`src/rtl/mul4_fitness_scorer.sv`:
```
// Fitness scorer for an evolved 32x32 multiplier candidate.
// It drives pseudo-random operands into the candidate, compares the candidate's
// 64-bit result with a registered golden product, and accumulates a per-bit
// match score and an exact-match count for the run.
//
// state | meaning
// ------+--------------------------------------------------------------
// IDLE  | waiting for start; all registers are at their reset value
// DRIVE | operands stable; golden product of the current operands is registered
// CHECK | candidate sampled and scored; both LFSRs advance to the next vector
// DONE  | scores held and valid; operands frozen; start begins a new run
module mul4_fitness_scorer #(
    parameter int          NUM_VECTORS = 16,
    parameter logic [31:0] SEED_B_XOR  = 32'h5A5A_5A5A,
    parameter int          SCORE_W     = $clog2(NUM_VECTORS*64+1),
    parameter int          CNT_W       = $clog2(NUM_VECTORS+1)
) (
    input  logic               clk,
    input  logic               rst,
    input  logic               start,
    input  logic [31:0]        seed,
    input  logic [15:0]        cand_y3,
    input  logic [15:0]        cand_y2,
    input  logic [15:0]        cand_y1,
    input  logic [15:0]        cand_y0,
    output logic [15:0]        a1,
    output logic [15:0]        a0,
    output logic [15:0]        b1,
    output logic [15:0]        b0,
    output logic               busy,
    output logic               done,
    output logic [SCORE_W-1:0] bit_score,
    output logic [CNT_W-1:0]   exact_count,
    output logic [CNT_W-1:0]   vec_idx
);

    typedef enum logic [1:0] {S_IDLE, S_DRIVE, S_CHECK, S_DONE} state_t;

    localparam logic [31:0] LFSR_MASK = 32'h8020_0003;

    state_t             state_q, state_d;
    logic [31:0]        lfsr_a_q, lfsr_a_d;
    logic [31:0]        lfsr_b_q, lfsr_b_d;
    logic [63:0]        prod_q, prod_d;
    logic [SCORE_W-1:0] bit_score_q, bit_score_d;
    logic [CNT_W-1:0]   exact_q, exact_d;
    logic [CNT_W-1:0]   vec_idx_q, vec_idx_d;
    logic               busy_q, busy_d;
    logic               done_q, done_d;

    logic [31:0] seed_a, seed_b, seed_b_raw;
    logic [63:0] match;
    logic [6:0]  match_ones;

    // Galois LFSR, x^32+x^22+x^2+x+1, shifting right
    function automatic logic [31:0] lfsr_step(input logic [31:0] s);
        return (s >> 1) ^ (s[0] ? LFSR_MASK : 32'h0);
    endfunction

    // An all-zero LFSR would lock up, so a zero seed becomes 1
    assign seed_b_raw = seed ^ SEED_B_XOR;
    assign seed_a     = (seed == 32'h0)       ? 32'h1 : seed;
    assign seed_b     = (seed_b_raw == 32'h0) ? 32'h1 : seed_b_raw;

    assign match = ~({cand_y3, cand_y2, cand_y1, cand_y0} ^ prod_q);

    // Population count of matching result bits for the vector under test
    always_comb begin
        match_ones = '0;
        for (int i = 0; i < 64; i++) begin
            match_ones = match_ones + 7'(match[i]);
        end
    end

    // Next-state and datapath updates
    always_comb begin
        state_d     = state_q;
        lfsr_a_d    = lfsr_a_q;
        lfsr_b_d    = lfsr_b_q;
        prod_d      = prod_q;
        bit_score_d = bit_score_q;
        exact_d     = exact_q;
        vec_idx_d   = vec_idx_q;
        busy_d      = busy_q;
        done_d      = done_q;
        case (state_q)
            S_IDLE, S_DONE: begin
                if (start) begin
                    lfsr_a_d    = seed_a;
                    lfsr_b_d    = seed_b;
                    bit_score_d = '0;
                    exact_d     = '0;
                    vec_idx_d   = '0;
                    busy_d      = 1'b1;
                    done_d      = 1'b0;
                    state_d     = S_DRIVE;
                end
            end
            S_DRIVE: begin
                prod_d  = 64'(lfsr_a_q) * 64'(lfsr_b_q);
                state_d = S_CHECK;
            end
            S_CHECK: begin
                bit_score_d = bit_score_q + SCORE_W'(match_ones);
                if (&match) begin
                    exact_d = exact_q + CNT_W'(1);
                end
                lfsr_a_d = lfsr_step(lfsr_a_q);
                lfsr_b_d = lfsr_step(lfsr_b_q);
                if (vec_idx_q == CNT_W'(NUM_VECTORS-1)) begin
                    busy_d  = 1'b0;
                    done_d  = 1'b1;
                    state_d = S_DONE;
                end else begin
                    vec_idx_d = vec_idx_q + CNT_W'(1);
                    state_d   = S_DRIVE;
                end
            end
            default: state_d = S_IDLE;
        endcase
    end

    // State and datapath registers; reset aborts a run with nothing retained
    always_ff @(posedge clk or posedge rst) begin
        if (rst) begin
            state_q     <= S_IDLE;
            lfsr_a_q    <= '0;
            lfsr_b_q    <= '0;
            prod_q      <= '0;
            bit_score_q <= '0;
            exact_q     <= '0;
            vec_idx_q   <= '0;
            busy_q      <= 1'b0;
            done_q      <= 1'b0;
        end else begin
            state_q     <= state_d;
            lfsr_a_q    <= lfsr_a_d;
            lfsr_b_q    <= lfsr_b_d;
            prod_q      <= prod_d;
            bit_score_q <= bit_score_d;
            exact_q     <= exact_d;
            vec_idx_q   <= vec_idx_d;
            busy_q      <= busy_d;
            done_q      <= done_d;
        end
    end

    assign a1          = lfsr_a_q[31:16];
    assign a0          = lfsr_a_q[15:0];
    assign b1          = lfsr_b_q[31:16];
    assign b0          = lfsr_b_q[15:0];
    assign busy        = busy_q;
    assign done        = done_q;
    assign bit_score   = bit_score_q;
    assign exact_count = exact_q;
    assign vec_idx     = vec_idx_q;

endmodule

```
`config.mk`:
```
export PLATFORM = sky130hd
export DESIGN_NAME = mul4_fitness_scorer
export DESIGN_NICKNAME = d
export VERILOG_FILES = /design/src/rtl/mul4_fitness_scorer.sv
export SDC_FILE = /design/constraint.sdc
export NUM_CORES = 2
export LEC_CHECK = 0
export BUFFER_PORTS_ARGS = -buffer_cell sky130_fd_sc_hd__buf_2
export CORE_UTILIZATION = 45
export DETAILED_ROUTE_END_ITERATION = 8
export PLACE_DENSITY = 0.59
export SLEW_MARGIN = 30
export SYNTH_ARGS = -nofsm -noshare
export SYNTH_HDL_FRONTEND = slang
export SYNTH_SLANG_ARGS = --single-unit
```
`constraint.sdc`:
```
create_clock -name clk -period 12.7 [get_ports clk]
set_input_delay 0.635 -clock clk [delete_from_list [all_inputs] [get_ports clk]]
set_output_delay 0.635 -clock clk [all_outputs]
set_load 0.05 [all_outputs]
```
==> run_results.csv <==
group,metric,value,unit
critical_path,cpMostUsedCell,"fa_1",
cts,cts.sinks,153,
cts,cts_buffer_depth,2,
floorplan,row_count,111,
global_route,grt_max_degree,86,
sta,tns,0,ns
worst_hold_path,holdCritPathClass,"in2async",
final_layout,layout.nets,5888,
global_route,grt_pass1_vias,33110,
synth,netlist.area_leader.share,45.21,%
floorplan,core_area,92220,um^2
sta,setup_violations,0,
global_route,grt_pass1_wl,199400,um
detailed_routing,wl_per_cell,21.71,um
sta,finalHoldWorstSlack,0.09190,ns
critical_path,end_kind,"flip-flop",
placed_design,numPortBuffers,185,
synth,yosys.cell_types.count,75,
synth,synth.net_count,5881,
final_layout,multiInputGateArea,33790,um^2
detailed_routing,routed_wl,125900,um
critical_path,path_class,"reg2reg",
placed_design,place_hpwl,97070,um
detailed_routing,ant_nets,0,
critical_path,cp.buffers_inverters,5,
sta,slew_viol_final,0,
global_route,grt_usage,27.92,%
cts,cts.repair.resized,0,
sta,tightest_slew,1.021,ns
synth,yosys-top-cells-count,"955 x inv_1, 952 x fa_1, 581 x and2_1, 539 x nand2_1, 295 x ha_1",
synth,ys_warn_count,0,
synth,synth_top_cells_by_area,"fa_1 45%, dfrtp_1 9.1%, ha_1 8.8%",
final_layout,fillers,8924,
synth,async_flop_share,100.0,%
floorplan,io_pins,186,
final_layout,drive_gt1_share,8.123,%
final_layout,seq_area,3844,um^2
synth,synth_edf_count,0,
sta,fin_crit,8.399,ns
cts,cts_root_buf,"clkbuf_16",
floorplan,die_h,308.1,um
detailed_routing,drc,0,
cts,clock_latency,0.49,ns
sta,rsz0062_at_grt,"false",
sta,fmax,0.1191,GHz
critical_path,critPathMaxStageDelay,0.68,ns
floorplan,die_w,308.1,um
critical_path,critPathMaxFanout,24,
critical_path,crit_slowest_cell,"dfrtp_1",
floorplan,die_area,94900,um^2
synth,synth_ff_type,"dfrtp_1",
detailed_routing,drtIter0Drc,1976,
cts,htree_levels,4,
critical_path,critPathTopFamily,"adder cells",
flow_run,drv_cap,0,
global_route,overflow,0,
cts,cts_hold_buf,0,
synth,netlist_area,42150,um^2
synth,seq_area_frac_synth,9.083,%
sta,clock_skew,0.02656,ns
global_route,antenna_found_initial,7,
sta,period_share,66.14,%
cts,cts_tree,"yes",
detailed_routing,via_count,30610,
final_layout,syn_to_final_growth,6.177,%
cts,clk_pin_slew,0.09,ns
placed_design,routabilityCongestion,0.9066,
critical_path,critPathRequiredTime,13.06,ns
synth,yosysTopAreaCell,"fa_1",
synth,syn_inst,4535,
status,status,"complete, no violations",
placed_design,place_area,44140,um^2
cts,cts_made_buffers,17,
sta,hold_violations,0,
cts,post-cts-setup-buffers,0,
synth,synth_most_common_cell,"inv_1",
synth,synth_area_per_cell,9.295,um^2
floorplan,start_util,45.71,%
critical_path,cp-start-kind,"flip-flop",
sta,maxSlewHeadroom,31.95,%
final_layout,final_area,44760,um^2
detailed_routing,firstDrtPassIters,7,
critical_path,ff2ff_path_depth,25,
critical_path,arrival,8.76,ns
detailed_routing,viasPerCell,5.277,
critical_path,crit_cells,25,
synth,ys_seq_elements,153,
==> layer usage <==
metal | vias up | wire (um) | track usage (%)
met5 | - | 36 | 0
met4 | 6 | 5612 | 11.54
met3 | 218 | 6050 | 3.271
met2 | 869 | 62890 | 47.68
met1 | 16040 | 51330 | 35.95
li1 | 13480 | - | -
==> path summary, 6_finish.rpt <==
kind | start | to | slack, ns
min in group clk | seed[1] | lfsr_b_q[1] | 0.41
setup reg to reg | lfsr_b_q[5] | prod_q[62] | 4.30
setup / recovery | lfsr_b_q[5] | prod_q[62] | 4.30
hold / removal | rst | exact_count[4] | 0.09
hold reg to reg | lfsr_a_q[19] | lfsr_a_q[18] | 0.51
max in group asynchronous | rst | lfsr_a_q[4] | 11.58
==> through the flow <==
| step | setup WS, ns | util [%] | instances |
|---|---|---|---|
| 6_report | 4.301 | 48.53 | 5801 |
| 3_3_place_gp | 4.341 | 47.86 | 5765 |
| 3_5_place_dp | 4.457 | 47.86 | 5765 |
| 5_1_grt | 4.014 | 48.53 | 5799 |
| 4_1_cts | 4.405 | 48.49 | 5797 |
| 2_1_floorplan | 5.054 | - | 4535 |
==> layout by cell type (no fill, tap or decap), drive strengths merged, types with 11 or more instances in the layout <==
cell    instances
a221o          17
a21oi          95
nor3           41
buf           244
and2          582
nand4          31
xor2           66
nand3          16
dfrtp         153
mux2           55
nor4           23
ha            295
clkbuf         19
o21a           11
o21ai          57
a31oi          11
fa            952
o22ai          15
o31ai          14
a21o           23
inv           958
nor2          163
xnor2          71
o21bai         14
nand2         540
==> cells by family (layout without fill, tap and decap cells) <==
family	after synthesis	after routing	share of synthesized area, %
other	0	3	0
buffers and inverters	1211	1231	10.83
AO/OA/AOI/OAI	300	300	4.794
multiplexers	55	55	1.469
AND/OR/NAND/NOR	1432	1432	17.01
flip-flops	153	153	9.083
adder cells (fa/ha/maj)	1247	1247	53.97
XOR/XNOR	137	137	2.847
==> sequential cells by signal, summed over array words and instances, names as in the netlist <==
register / flops
lfsr_a_q: 32
lfsr_b_q: 32
bit_score: 11
vec_idx: 5
exact_count: 5
done: 1
state_q: 2
prod_q: 64
busy: 1
==> area by class of cell <==
| cell class | count | share of cell area (%) |
|---|---|---|
| inverter | 955 | 8.020 |
| antenna | 3 | 0.01677 |
| timing repair buffer | 244 | 3.111 |
| sequential | 153 | 8.588 |
| clock buffer | 19 | 0.9673 |
| tap | 1243 | 3.475 |
| multi-input combinational | 3171 | 75.49 |
| clock inverter | 13 | 0.3271 |
==> worst register-to-register path, stage by stage (launching register included) <==
cell and delay [ns]:
dfrtp_1 0.68, buf_4 0.37, and2_1 0.21, fa_1 0.41, fa_1 0.49, fa_1 0.52, inv_1 0.05, fa_1 0.47
inv_1 0.05, fa_1 0.50, inv_1 0.06, fa_1 0.57, inv_1 0.06, fa_1 0.50, fa_1 0.43, ha_1 0.41
nand4_1 0.24, nor4_2 0.50, o2111ai_1 0.18, nand2_1 0.11, o31ai_1 0.09, a21oi_1 0.46, a21oi_1 0.19, o31ai_1 0.32
xor2_1 0.12, mux2_2 0.28
Power is left out: the tool's default activity adds up to more than one toggle a clock period on the data nets, which glitch-free logic cannot reach.
